--- src/rtl/imem_port_arbiter_if.sv ---
// Fetch, loader and instruction-RAM signal bundle for imem_port_arbiter.
// The arbiter takes the slave view; requesters and the RAM take the master view.
interface imem_port_arbiter_if #(
    parameter int ADDR_WIDTH  = 10,
    parameter int INSTR_WIDTH = 32
);
    logic                   fetch_req;
    logic [ADDR_WIDTH-1:0]  fetch_addr;
    logic                   fetch_gnt;
    logic                   fetch_rvalid;
    logic [INSTR_WIDTH-1:0] fetch_rdata;

    logic                   load_req;
    logic [ADDR_WIDTH-1:0]  load_addr;
    logic [INSTR_WIDTH-1:0] load_data;
    logic                   load_last;
    logic                   load_gnt;

    logic                   mem_en;
    logic                   mem_we;
    logic [ADDR_WIDTH-1:0]  mem_addr;
    logic [INSTR_WIDTH-1:0] mem_di;
    logic [INSTR_WIDTH-1:0] mem_dout;

    modport slave (
        input  fetch_req, fetch_addr,
        output fetch_gnt, fetch_rvalid, fetch_rdata,
        input  load_req, load_addr, load_data, load_last,
        output load_gnt,
        output mem_en, mem_we, mem_addr, mem_di,
        input  mem_dout
    );

    modport master (
        output fetch_req, fetch_addr,
        input  fetch_gnt, fetch_rvalid, fetch_rdata,
        output load_req, load_addr, load_data, load_last,
        input  load_gnt,
        input  mem_en, mem_we, mem_addr, mem_di,
        output mem_dout
    );
endinterface

--- src/rtl/imem_port_arbiter.sv ---
// Shares a single-port instruction RAM between CPU fetch and a burst loader.
// Define IMEM_ARB_STARVE_GUARD_EN to force a loader grant after STARVE_LIMIT denials.
module imem_port_arbiter #(
    parameter int ADDR_WIDTH   = 10,
    parameter int INSTR_WIDTH  = 32,
    parameter int STARVE_LIMIT = 8
) (
    input logic            clk,
    input logic            rst_n,
    imem_port_arbiter_if.slave bus
);
    typedef enum logic {
        IDLE  = 1'b0,
        BURST = 1'b1
    } state_e;

    state_e                 state_q, state_d;
    logic                   rvalid_q, rvalid_d;
    logic [INSTR_WIDTH-1:0] hold_q, hold_d;
    logic                   fetch_gnt;
    logic                   load_gnt;
    logic                   starve_force;

`ifdef IMEM_ARB_STARVE_GUARD_EN
    localparam int CW = $clog2(STARVE_LIMIT + 1);
    localparam logic [CW-1:0] LIMIT = CW'(STARVE_LIMIT);

    logic [CW-1:0] starve_q, starve_d;

    assign starve_force = rst_n && (state_q == IDLE) &&
                          bus.load_req && (starve_q == LIMIT);

    // Saturating count of IDLE cycles where the loader asked and lost
    always_comb begin
        starve_d = starve_q;
        if (load_gnt) begin
            starve_d = '0;
        end else if ((state_q == IDLE) && bus.load_req &&
                     (starve_q != LIMIT)) begin
            starve_d = starve_q + 1'b1;
        end
    end

    always_ff @(posedge clk) begin
        if (!rst_n) begin
            starve_q <= '0;
        end else begin
            starve_q <= starve_d;
        end
    end
`else
    logic unused_starve_limit;
    assign unused_starve_limit = (STARVE_LIMIT != 0);
    assign starve_force = 1'b0;
`endif

    always_comb begin
        fetch_gnt = 1'b0;
        load_gnt  = 1'b0;
        state_d   = state_q;
        if (rst_n) begin
            unique case (state_q)
                IDLE: begin
                    if (starve_force) begin
                        load_gnt = 1'b1;
                    end else if (bus.fetch_req) begin
                        fetch_gnt = 1'b1;
                    end else if (bus.load_req) begin
                        load_gnt = 1'b1;
                    end
                end
                BURST: begin
                    load_gnt = bus.load_req;
                end
                default: ;
            endcase
            if (load_gnt) begin
                state_d = bus.load_last ? IDLE : BURST;
            end
        end else begin
            state_d = IDLE;
        end
    end

    always_comb begin
        rvalid_d = fetch_gnt;
        hold_d   = hold_q;
        if (rvalid_q) begin
            hold_d = bus.mem_dout;
        end
    end

    always_ff @(posedge clk) begin
        if (!rst_n) begin
            state_q  <= IDLE;
            rvalid_q <= 1'b0;
            hold_q   <= '0;
        end else begin
            state_q  <= state_d;
            rvalid_q <= rvalid_d;
            hold_q   <= hold_d;
        end
    end

    assign bus.fetch_gnt    = fetch_gnt;
    assign bus.load_gnt     = load_gnt;
    assign bus.fetch_rvalid = rvalid_q;
    // RAM output is only live in the cycle after a read; hold it otherwise
    assign bus.fetch_rdata  = rvalid_q ? bus.mem_dout : hold_q;

    assign bus.mem_en   = fetch_gnt | load_gnt;
    assign bus.mem_we   = load_gnt;
    assign bus.mem_addr = fetch_gnt ? bus.fetch_addr :
                          load_gnt  ? bus.load_addr  : '0;
    assign bus.mem_di   = load_gnt ? bus.load_data : '0;

    always_ff @(posedge clk) begin
        if (rst_n) begin
            assert (!(fetch_gnt && load_gnt));
        end
    end
endmodule

--- src/flat_wrapper.sv ---
// flat-port wrapper written by rule: the top's interface ports become plain ports
module imem_port_arbiter_flat 
#(
    parameter int ADDR_WIDTH   = 10,
    parameter int INSTR_WIDTH  = 32,
    parameter int STARVE_LIMIT = 8
)
  (clk, rst_n, bus_fetch_req, bus_fetch_addr, bus_fetch_gnt, bus_fetch_rvalid, bus_fetch_rdata, bus_load_req, bus_load_addr, bus_load_data, bus_load_last, bus_load_gnt, bus_mem_en, bus_mem_we, bus_mem_addr, bus_mem_di, bus_mem_dout);
  imem_port_arbiter_if #(.ADDR_WIDTH(ADDR_WIDTH), .INSTR_WIDTH(INSTR_WIDTH)) bus_i ();
  input logic clk;
  input logic rst_n;
  input wire logic [$bits(bus_i.fetch_req)-1:0] bus_fetch_req;
  input wire logic [$bits(bus_i.fetch_addr)-1:0] bus_fetch_addr;
  output wire logic [$bits(bus_i.fetch_gnt)-1:0] bus_fetch_gnt;
  output wire logic [$bits(bus_i.fetch_rvalid)-1:0] bus_fetch_rvalid;
  output wire logic [$bits(bus_i.fetch_rdata)-1:0] bus_fetch_rdata;
  input wire logic [$bits(bus_i.load_req)-1:0] bus_load_req;
  input wire logic [$bits(bus_i.load_addr)-1:0] bus_load_addr;
  input wire logic [$bits(bus_i.load_data)-1:0] bus_load_data;
  input wire logic [$bits(bus_i.load_last)-1:0] bus_load_last;
  output wire logic [$bits(bus_i.load_gnt)-1:0] bus_load_gnt;
  output wire logic [$bits(bus_i.mem_en)-1:0] bus_mem_en;
  output wire logic [$bits(bus_i.mem_we)-1:0] bus_mem_we;
  output wire logic [$bits(bus_i.mem_addr)-1:0] bus_mem_addr;
  output wire logic [$bits(bus_i.mem_di)-1:0] bus_mem_di;
  input wire logic [$bits(bus_i.mem_dout)-1:0] bus_mem_dout;
  assign bus_i.fetch_req = bus_fetch_req;
  assign bus_i.fetch_addr = bus_fetch_addr;
  assign bus_fetch_gnt = bus_i.fetch_gnt;
  assign bus_fetch_rvalid = bus_i.fetch_rvalid;
  assign bus_fetch_rdata = bus_i.fetch_rdata;
  assign bus_i.load_req = bus_load_req;
  assign bus_i.load_addr = bus_load_addr;
  assign bus_i.load_data = bus_load_data;
  assign bus_i.load_last = bus_load_last;
  assign bus_load_gnt = bus_i.load_gnt;
  assign bus_mem_en = bus_i.mem_en;
  assign bus_mem_we = bus_i.mem_we;
  assign bus_mem_addr = bus_i.mem_addr;
  assign bus_mem_di = bus_i.mem_di;
  assign bus_i.mem_dout = bus_mem_dout;
  imem_port_arbiter #(.ADDR_WIDTH(ADDR_WIDTH), .INSTR_WIDTH(INSTR_WIDTH), .STARVE_LIMIT(STARVE_LIMIT)) u_core (.clk(clk), .rst_n(rst_n), .bus(bus_i));
endmodule
--- config.mk ---
export PLATFORM = sky130hd
export DESIGN_NAME = imem_port_arbiter_flat
export DESIGN_NICKNAME = d
export VERILOG_FILES = /design/src/rtl/imem_port_arbiter_if.sv /design/src/rtl/imem_port_arbiter.sv /design/src/flat_wrapper.sv
export SDC_FILE = /design/constraint.sdc
export NUM_CORES = 1
export LEC_CHECK = 0
export ABC_AREA = 1
export BUFFER_PORTS_ARGS = -buffer_cell sky130_fd_sc_hd__buf_2
export CAP_MARGIN = 10
export CELL_PAD_IN_SITES_DETAIL_PLACEMENT = 0
export CELL_PAD_IN_SITES_GLOBAL_PLACEMENT = 1
export CORE_ASPECT_RATIO = 1.5
export CORE_MARGIN = 3
export CORE_UTILIZATION = 24
export CTS_BUF_LIST = sky130_fd_sc_hd__clkbuf_8
export CTS_CLUSTER_SIZE = 12
export DETAILED_ROUTE_END_ITERATION = 8
export MAX_ROUTING_LAYER = met4
export PLACE_DENSITY_LB_ADDON = 0.1
export SLEW_MARGIN = 20
export SYNTH_ARGS = -nofsm -noshare
export SYNTH_HDL_FRONTEND = slang
export SYNTH_SLANG_ARGS = --single-unit
--- constraint.sdc ---
create_clock -name clk -period 3 [get_ports clk]
set_clock_uncertainty 0.2 [all_clocks]
set_input_delay 0.6 -clock clk [delete_from_list [all_inputs] [get_ports clk]]
set_output_delay 0.6 -clock clk [all_outputs]
set_load 0.05 [all_outputs]
* Yosys cells after proc, flatten, opt, wreduce, memory -nomap -nowiden
Cells that the tools add are included.
Storage, ports and cells: register bits after elaboration 34, input bits 89, word-level logic and storage cells 18
Cells by class: mux-type cells 13, bitwise gates (word level) 2
Operator list (count):
- $mux W32 | 2
- $mux W10 | 2
- $mux W1 | 8
- $pmux W1 S2 | 1
- $not A1 Y1 | 1
- $or A1 B1 Y1 | 1

* Logic depth before layout (Yosys ltp)
Gate-level depths: netlist of the first run.
depth after elaboration 7, mapped depth 6, gate-level depth less buffers 5

* Least setup slack after synthesis of the first run
OpenSTA, ideal clock, no wires.
path type input to output, start input bus_fetch_req, end output bus_mem_di[22], arrival time 1.686 ns, required time 2.200 ns, slack 0.514 ns, cell stages on the path 4, path buffers 1, cells stage by stage nand2_1 -> nand3_2 -> buf_2 -> nor2_1
On the way: word-level cells in the longest chain between the ends 5
Ends and longest elaborated chain:
- from (decl) | line flat_wrapper.sv:12 | input wire logic [$bits(bus_i.fetch_req)-1:0] bus_fetch_req;
- $mux W1 | line imem_port_arbiter.sv:66 | end else if (bus.fetch_req) begin
- $pmux W1 S2 | line imem_port_arbiter.sv:62 | unique case (state_q)
- $mux W1 (2 in series) | line imem_port_arbiter.sv:61 | if (rst_n) begin
- $mux W32 | line imem_port_arbiter.sv:115 | assign bus.mem_di = load_gnt ? bus.load_data : '0;
- to (decl) | line flat_wrapper.sv:25 | output wire logic [$bits(bus_i.mem_di)-1:0] bus_mem_di;
Every way passes these cells. The select of a mux whose other input is x is not followed.

* Worst setup path after layout of the first run
start input bus_load_req, end output bus_mem_di[18]
On the way: word-level cells in the longest chain between the ends 6
Ends and longest elaborated chain:
- from (decl) | line flat_wrapper.sv:17 | input wire logic [$bits(bus_i.load_req)-1:0] bus_load_req;
- $mux W1 | line imem_port_arbiter.sv:68 | end else if (bus.load_req) begin
- $mux W1 | line imem_port_arbiter.sv:66
- $pmux W1 S2 (*) | line imem_port_arbiter.sv:62
- $mux W1 (*) (2 in series) | line imem_port_arbiter.sv:61
- $mux W32 (*) | line imem_port_arbiter.sv:115
Every way passes the cells marked *; elsewhere a longest branch is shown, timed or not. The select of a mux whose other input is x is not followed.

==> reports/results.txt, run 1 <==
Io pins = 168
# diodes = 0
Crit path launch type = input port
Leakage = 1.81 nW
Clock Pin Slew Worst Setup and Hold Paths = 0.07 ns
RSZ-0062 raised after global routing = false
Max-slew headroom = 81.1%
Initial antenna violation count = 0
Post-DP HPWL = 4960 um
Slew @ Worst Pin = 0.286 ns
NumNets Final = 543
Met1 Use GR = 15.6%
Register area share after synthesis = 38.7%
CTS tree = yes
Post-CTS Hold Buffers = 0
Vias per inst = 4.15
DRC Markers = 0
Avg Inst Size Synth = 6.06 um2
Vias in the first global route = 2157
Crit path cell chain = buf_2 > nand3_2 > buf_4 > nor2_1 > buf_2
Initial Util = 25.1%
Layout cell share with drive strength beyond 1 = 40.4%
Status = finished, final reports clean
All-Layer GR Usage = 14.8%
CTS Sinks = 34
Post-CTS sizing = 0
Pre-CTS setup slack = 0.439 ns
Largest net degree at the start of global routing = 24
GRT overflow = 0
Minimum clock period = 2.54 ns
TritonCTS Buffers = 5
Mapped Area = 0.00176 mm2
Crit path capture type = primary output
Clock Latency Late Sink = 0.28 ns
CP max FO = 23
Peak supply drop = 0.200 mV
GR peak layer = met2
Met2 usage = 26.5%
Worst EP required = 2.20 ns
Final WS setup = 0.459 ns
Design Power = 0.00127 W
TNS Setup = 0 ns
Critical path class = in -> out
Pwr dens = 463 mW/mm2
DR pass1 iterations = 4
Ys Warns = 0
Synth top area share = 38.7%
Fin crit share = 84.7%
Max Cap Viol = 0
First-pass GRT wire length = 9590 um
Post-Syn Nets = 379
Critical Path Slowest Stage Cell = buf_4
Area leader, netlist = dfxtp_1
Final GP Congestion = 0.774
FF+latch count, synth = 34
Vias post-DR = 2292
Routing usage on met3 = 3.18%
Fill cell count = 803
Worst hold path type = reg -> reg
Routed length per placed instance = 11.2 um
Post-Route WL = 6200 um
Root buf cell = clkbuf_8
Synth-to-Final Area Change = 56.8%
Htree depth = 2
Antenna Nets Post-Route = 0
Die height = 111 um
DR iter-0 viols = 50
CTS Buffer Depth = 2
Final hold viol count = 0
Maximum clock rate = 394 MHz
Core area = 0.00699 mm2
Largest stage delay, worst path = 0.28 ns
Number of buffers added on ports = 167
Synth area leaders = dfxtp_1, nand2_1, a21oi_1, inv_1, nor2_1
Most frequent CP cell = buf_2
Post-CTS setup repair buffer count = 0
Yosys cell types = 13
Max-slew violations = 0
Crit path DAT = 1.74 ns
Final setup viols = 0
Row cnt = 37
Die W = 75.9 um
Mapped Cells = 290
Area of the die = 0.00841 mm2
[final cells by class]
class	instances	area, um2	share of cell area, %
inverter	38	143	5.17
multi-input combinational	200	825	29.9
clock buffer	6	82.6	3.00
clock inverter	2	8.76	0.318
tap	97	121	4.40
sequential	34	681	24.7
timing repair buffer	175	896	32.5
[sequential cells by signal, indices dropped and copies added (netlist names)]
signal and count:
u_core.bus.fetch_rvalid 1, u_core.hold_q 32, u_core.state_q 1
[through the flow]
step	hold slack, ns	utilization, %	cells	area (um2)
floorplan	0.246	-	290	1760
global placement	0.256	38.1	544	2670
detailed placement	0.260	38.1	544	2670
CTS	0.271	39.4	552	2760
global route	0.288	39.4	552	2760
finish	0.268	39.4	552	2760
[routing by layer]
metal	up-vias	wire, um
li1	1199	-
met1	973	2320
met2	114	3210
met3	6	577
met4	0	90
met5	-	0
[power by group]
| part | internal [W] | total [W] | switching, W |
|---|---|---|---|
| registers | 0.000473 | 0.000479 | 0.00000510 |
| clock network | 0.000182 | 0.000338 | 0.000156 |
| logic | 0.000120 | 0.000458 | 0.000338 |
| total | 0.000775 | 0.00127 | 0.000500 |
[final timing paths]
kind | startpoint | end | slack (ns) | cells past startpoint
setup / recovery | bus_load_req | bus_mem_di[18] | 0.46 | 5
hold / removal | u_core.hold_q[21]$_SDFF_PN0_ | u_core.hold_q[21]$_SDFF_PN0_ | 0.27 | 2
setup reg to reg | u_core.bus.fetch_rvalid$_SDFF_PN0_ | u_core.hold_q[17]$_SDFF_PN0_ | 1.71 | 5
hold reg to reg | u_core.hold_q[21]$_SDFF_PN0_ | u_core.hold_q[21]$_SDFF_PN0_ | 0.27 | 2
[kinds of logic after synthesis]
logic type,after synthesis,synth area share (%)
and+or+nand+nor,166,37.2
AOI/OAI and AO/OA,34,9.68
buffers and inverters,56,14.4
DFF,34,38.7
[cells in the mapped netlist]
master / instances
nand4_1: 10
a21oi_1: 33
nand3_2: 1
buf_4: 2
o21ai_0: 1
inv_1: 37
nor2_1: 36
buf_2: 10
nand2_1: 119
buf_6: 3
dfxtp_1: 34
clkbuf_1: 3
inv_2: 1
[worst max-delay path: cells and delay by family]
family	cells	cell delay [ns]
buf+inv	3	0.78
simple gates	2	0.35
[cell usage in the layout, fill, tap and decap left out]
cell type / netlist / layout
clkbuf_8: 0 / 6
buf_4: 2 / 8
nand2_1: 119 / 119
a21oi_1: 33 / 33
nand3_2: 1 / 1
o21ai_0: 1 / 1
nand4_1: 10 / 10
clkinv_2: 0 / 1
nor2_1: 36 / 36
dfxtp_1: 34 / 34
buf_2: 10 / 167
inv_2: 1 / 1
inv_1: 37 / 38
(Power assumes the default switching activity.)
==> run 2: changes to the inputs <==
--- a/config.mk
+++ b/config.mk
@@ -5,14 +5,14 @@
 export SDC_FILE = /design/constraint.sdc
 export NUM_CORES = 1
 export LEC_CHECK = 0
-export ABC_AREA = 1
+export ABC_AREA = 0
 export BUFFER_PORTS_ARGS = -buffer_cell sky130_fd_sc_hd__buf_2
 export CAP_MARGIN = 10
 export CELL_PAD_IN_SITES_DETAIL_PLACEMENT = 0
 export CELL_PAD_IN_SITES_GLOBAL_PLACEMENT = 1
 export CORE_ASPECT_RATIO = 1.5
 export CORE_MARGIN = 3
-export CORE_UTILIZATION = 24
+export CORE_UTILIZATION = 26
 export CTS_BUF_LIST = sky130_fd_sc_hd__clkbuf_8
 export CTS_CLUSTER_SIZE = 12
 export DETAILED_ROUTE_END_ITERATION = 8
==> constraint.sdc (replaced) <==
create_clock -name clk -period 2.35 [get_ports clk]
set_clock_uncertainty 0.2 [all_clocks]
set_input_delay 0.47 -clock clk [delete_from_list [all_inputs] [get_ports clk]]
set_output_delay 0.47 -clock clk [all_outputs]
set_load 0.05 [all_outputs]
==> run 2 against run 1 <==
  * Power grew 26%
  * Die area grew 0.12%
  * Sequential cell count is the same
  * Core utilization grew 2.2 points
  * Final area grew 5.5%
  * Critical endpoint is now bus_mem_di[19]
==> reports/results.txt, run 2 <==
Yosys cell types = 21
Post-Place Cells = 442
Initial Util = 27.3%
Die height = 111 um
Largest reg by FF count = u_core.hold_q
Fin crit share = 92.7%
Critical path class = reg -> out
Minimum clock period = 2.18 ns
Peak supply drop = 0.360 mV
Status = finished, final reports clean
Commonest cells post-synth = and2_1, dfxtp_1, mux2_4, nand2_1
Asr flop ratio synth = 0%
Layout cell share with drive strength beyond 1 = 60.8%
All-Layer GR Usage = 13.9%
DRC Markers = 0
Leakage = 1.62 nW
Reg2reg end = u_core.hold_q[29]$_SDFF_PN0_
DR pass1 iterations = 2
NumNets Final = 441
Clock Latency Late Sink = 0.27 ns
Clock Pin Slew Worst Setup and Hold Paths = 0.06 ns
Ys Warns = 0
Vias post-DR = 1857
Most common cell in the netlist = and2_1
Number of buffers added on ports = 167
CP max FO = 34
Post-CTS Hold Buffers = 0
Pwr dens = 554 mW/mm2
Avg Inst Size Synth = 10.2 um2
Row cnt = 37
Vias in the first global route = 1817
Startpoint of the worst hold path = bus_load_last
Mapped Cells = 187
R2R cell count = 3
Root buf cell = clkbuf_8
Final hold viol count = 0
Clock power frac = 23.9%
GRT overflow = 0
Max Cap Viol = 0
DR iter-0 viols = 19
Core area = 0.00699 mm2
Max-slew violations = 0
Pint = 0.00102 W
Commonest cells after routing, fill and taps aside = buf_2, and2_1, dfxtp_1
TritonCTS Buffers = 5
Number of flip-flops in the largest register = 32
Hold path endpoint = u_core.state_q$_SDFFE_PN0P_
Crit path launch type = flop
Area of the die = 0.00842 mm2
Crit path DAT = 1.51 ns
Routed length per placed instance = 12.7 um
Area leader, netlist = dfxtp_1
Pre-CTS setup slack = 0.130 ns
Switch Pwr = 0.000597 W
Vias per inst = 4.14
Layout Cells excl Fill = 449
Synth-to-Final Area Change = 52.5%
Combinational power share = 38.0%
RR Startpoint = u_core.bus.fetch_rvalid$_SDFF_PN0_
Register area share after synthesis = 35.7%
Synth top area share = 35.7%
Sequential share of power = 38.1%
Worst EP required = 1.68 ns
Commonest non-fill, non-tap cell in the layout = buf_2
Number of cells on the worst hold path = 4
CTS tree = yes
R2r setup slk = 0.96 ns
Post-DP HPWL = 4470 um
Crit path capture type = primary output
Antenna Nets Post-Route = 0
FF+latch count, synth = 34
Final GP Congestion = 0.751
Post-Route WL = 5690 um
Post-Syn Nets = 276
Max-slew headroom = 81.8%
Largest net degree at the start of global routing = 35
Die W = 75.9 um
Synth area leaders = dfxtp_1, mux2_4, and2_1, a21boi_0, buf_12
End-of-flow core utilization = 41.6%
Mapped Area = 0.00191 mm2
CTS Sinks = 34
Final setup viols = 0
Switch share = 37.0%
EDFF count, synth = 0
Htree depth = 2
Maximum clock rate = 459 MHz
Slew @ Worst Pin = 0.274 ns
CTS Buffer Depth = 2
Post-CTS setup repair buffer count = 0
Ys flop type = dfxtp_1
First-pass GRT wire length = 9320 um
Io pins = 168
# diodes = 0
RSZ-0062 raised after global routing = false
TNS Setup = 0 ns
Hold Slack = 0.260 ns
Worst hold path type = in -> reg
Initial antenna violation count = 0
Final WS setup = 0.172 ns
## run 2: cell types whose count changed after synthesis, moves of 3 or more
cell	delta
a21boi_0	+10
a21oi_1	-32
and2_1	+65
buf_12	+3
buf_2	-6
inv_1	-36
mux2_4	+30
nand2_1	-107
nand3_1	+10
nand4_1	-10
nor2_1	-35
## run 2: kinds of logic after synthesis
kind of cell	share of synthesized area (%)
DFF	35.7
AOI/OAI and AO/OA	4.59
buffers and inverters	6.89
and+or+nand+nor	28.0
muxes	24.8
## run 2: worst max-delay path by stage
stage / cells past startpoint / endpoint / slack, ns / start
floorplan: 3 / bus_mem_addr[5] / -0.31 / rst_n
global placement: 5 / bus_mem_addr[8] / 0.18 / bus_fetch_req
detailed placement: 5 / bus_mem_addr[4] / 0.13 / bus_fetch_req
CTS: 4 / bus_mem_addr[4] / 0.03 / u_core.state_q$_SDFFE_PN0P_
global route: 4 / bus_mem_addr[7] / 0.02 / u_core.state_q$_SDFFE_PN0P_
finish: 5 / bus_mem_di[19] / 0.17 / u_core.state_q$_SDFFE_PN0P_
## run 2: area by class of cell
cell class | instances | area [um2]
inverter | 1 | 3.75
clock inverter | 2 | 7.51
tap | 97 | 121
sequential | 34 | 682
clock buffer | 5 | 68.8
timing repair buffer | 174 | 928
fill | 729 | 4080
multi-input combinational | 136 | 1100
## run 2: metrics by stage
stage	power, W	cell area [um2]
2_1_floorplan	0.00108	1910
5_1_grt	0.00171	2910
3_5_place_dp	0.00124	2830
3_3_place_gp	0.00124	2830
4_1_cts	0.00165	2910
6_report	0.00161	2910
## run 2: what timing repair did
| action | 4_1_cts | 5_1_grt |
|---|---|---|
| hold endpoints to repair | 0 | 0 |
| resized for setup | 0 | 1 |
| endpoints found under the setup margin | 0 | 10 |
## run 2: critical path, cell delays in order, from the launching register on
cell and delay [ns]:
dfxtp_1 0.33, nand2b_1 0.12, and3_1 0.21, buf_12 0.17, and2_1 0.14, buf_2 0.26
## run 2: power by group through the flow
| stage | Combinational [W] | Clock [W] | Sequential (W) |
|---|---|---|---|
| floorplan | 0.000457 | 0 | 0.000628 |
| global placement | 0.000618 | 0 | 0.000626 |
| detailed placement | 0.000617 | 0 | 0.000627 |
| CTS | 0.000619 | 0.000413 | 0.000614 |
| global route | 0.000649 | 0.000447 | 0.000617 |
| finish | 0.000612 | 0.000386 | 0.000614 |
## run 2: metal layers
layer  track usage [%]  vias up  share of wire, %
met2              22.6      118                45
met3              4.96       10                12
met4              5.68        0               2.4
met5                 -        -                 0
met1              15.3      801                41
li1                  -      928                 -
==> run 3: changes to the inputs <==
--- a/config.mk
+++ b/config.mk
@@ -18,6 +18,7 @@
 export DETAILED_ROUTE_END_ITERATION = 8
 export MAX_ROUTING_LAYER = met4
 export PLACE_DENSITY_LB_ADDON = 0.1
+export REMOVE_ABC_BUFFERS = 1
 export SLEW_MARGIN = 20
 export SYNTH_ARGS = -nofsm -noshare
 export SYNTH_HDL_FRONTEND = slang
==> run 3 against run 2 <==
  * Combinational power is 0.8% lower
  * Wire length is 1.5% lower
  * Sequential power hardly changed
  * Clock power is 40% higher
  * Register-to-register slack worse by 0.14 ns
  * Clock-buffer cell count is 1 higher
  * Worst hold slack worse by 0.016 ns
  * Core utilization is 0.52 points higher
  * Critical path depth is 2 lower
  * Die area stayed put
  * Global-route usage hardly changed
  * Critical endpoint is now bus_fetch_rdata[30]
  * Largest cell class unchanged
==> reports/results.txt, run 3 (same netlist as run 2, synthesis figures left out) <==
Area occupied by multi-input gates = 0.00110 mm2
Htree depth = 2
Core area = 0.00699 mm2
Largest net degree at the start of global routing = 35
Number of flip-flops in the largest register = 32
Vias in the first global route = 1820
Io pins = 168
Crit path cell chain = buf_4 > mux2_2 > buf_2
Final hold viol count = 0
RSZ-0062 raised after global routing = false
Layout cell share with drive strength beyond 1 = 61.5%
NumNets Final = 442
Critical Path Slowest Stage Cell = dfxtp_2
TritonCTS Buffers = 5
RR Startpoint = u_core.bus.fetch_rvalid$_SDFF_PN0_
Hold Slack = 0.244 ns
CTS Sinks = 34
Post-CTS setup repair buffer count = 0
Minimum clock period = 2.24 ns
TNS Setup = 0 ns
First-pass GRT wire length = 9340 um
Fin crit share = 95.3%
Final GP Congestion = 0.785
Leakage = 1.63 nW
Critical path class = reg -> out
Crit path launch type = flop
Die height = 111 um
CP max FO = 8
Post-CTS sizing = 0
Largest stage delay, worst path = 0.48 ns
Initial antenna violation count = 0
Antenna Nets Post-Route = 0
Die W = 75.9 um
CTS Buffer Depth = 2
Slew @ Worst Pin = 0.264 ns
Post-Route WL = 5600 um
Pwr dens = 599 mW/mm2
Status = finished, final reports clean
Row cnt = 37
Clock Pin Slew Worst Setup and Hold Paths = 0.06 ns
Area of the die = 0.00842 mm2
Worst hold path type = in -> reg
Peak supply drop = 0.248 mV
Crit path capture type = primary output
Final setup viols = 0
Commonest non-fill, non-tap cell in the layout = buf_2
Crit path from = u_core.bus.fetch_rvalid$_SDFF_PN0_
Synth-to-Final Area Change = 54.4%
R2R cell count = 3
DR iter-0 viols = 50
Initial Util = 27.3%
Vias post-DR = 1818
Worst Setup EP = bus_fetch_rdata[30]
Largest reg by FF count = u_core.hold_q
GRT overflow = 0
FF/Latch Area = 682 um2
Vias per inst = 4.04
CTS tree = yes
Crit path DAT = 1.57 ns
Commonest cells after routing, fill and taps aside = buf_2, and2_1, dfxtp_1
Max-slew headroom = 82.4%
# diodes = 0
Routed length per placed instance = 12.4 um
Maximum clock rate = 447 MHz
Clock Latency Late Sink = 0.27 ns
Fill cell count = 706
DR pass1 iterations = 4
Max-slew violations = 0
All-Layer GR Usage = 13.9%
Root buf cell = clkbuf_8
Post-CTS Hold Buffers = 0
Reg2reg end = u_core.hold_q[30]$_SDFF_PN0_
DRC Markers = 0
Max Cap Viol = 0
Worst EP required = 1.68 ns
Number of buffers added on ports = 167
Post-DP HPWL = 4610 um
R2r setup slk = 0.82 ns
-- run 3: cell type report --
class                           instances  area share [%]
Multi-Input combinational cell        136            37.2
Timing Repair Buffer                  175            31.5
Sequential cell                        34            23.2
Tap cell                               97            4.12
Clock buffer                            6            2.80
Clock inverter                          1            1.02
Inverter                                1           0.127
-- run 3: worst max-delay path, delay by kind of cell, from the launching register on --
family	cells	cell delay [ns]
buffers and inverters	2	0.46
DFF	1	0.48
muxes	1	0.36
-- run 3: power by group --
group / switching [W] / internal, W
logic: 0.000392 / 0.000214
registers: 0.0000114 / 0.000605
clock network: 0.000202 / 0.000339
-- run 3: worst min-delay path by stage --
stage | start | end | depth (start not counted)
2_1_floorplan | u_core.state_q$_SDFFE_PN0P_ | u_core.state_q$_SDFFE_PN0P_ | 2
3_3_place_gp | u_core.state_q$_SDFFE_PN0P_ | u_core.state_q$_SDFFE_PN0P_ | 2
3_5_place_dp | u_core.state_q$_SDFFE_PN0P_ | u_core.state_q$_SDFFE_PN0P_ | 2
4_1_cts | bus_load_last | u_core.state_q$_SDFFE_PN0P_ | 4
5_1_grt | bus_load_last | u_core.state_q$_SDFFE_PN0P_ | 4
6_report | bus_load_last | u_core.state_q$_SDFFE_PN0P_ | 4
-- run 3: per-layer routing --
metal | global-route usage, % | vias to the layer above | part of all wire [%] | wire length (um)
li1 | - | 933 | - | -
met1 | 16.2 | 796 | 41 | 2300
met2 | 24.4 | 85 | 52 | 2920
met3 | 2.76 | 4 | 6.3 | 354
met4 | 3.26 | 0 | 0.45 | 25
met5 | - | - | 0 | 0
-- run 3: stage by stage --
step / util (%) / total power [W] / std cells / setup slack [ns] / area [um2]
2_1_floorplan: - / 0.00106 / 171 / -0.737 / 1780
3_3_place_gp: 40.4 / 0.00124 / 443 / 0.202 / 2820
3_5_place_dp: 40.4 / 0.00124 / 443 / 0.165 / 2820
4_1_cts: 42.0 / 0.00179 / 450 / 0.0589 / 2940
5_1_grt: 42.1 / 0.00185 / 450 / 0.0196 / 2940
6_report: 42.1 / 0.00176 / 450 / 0.111 / 2940
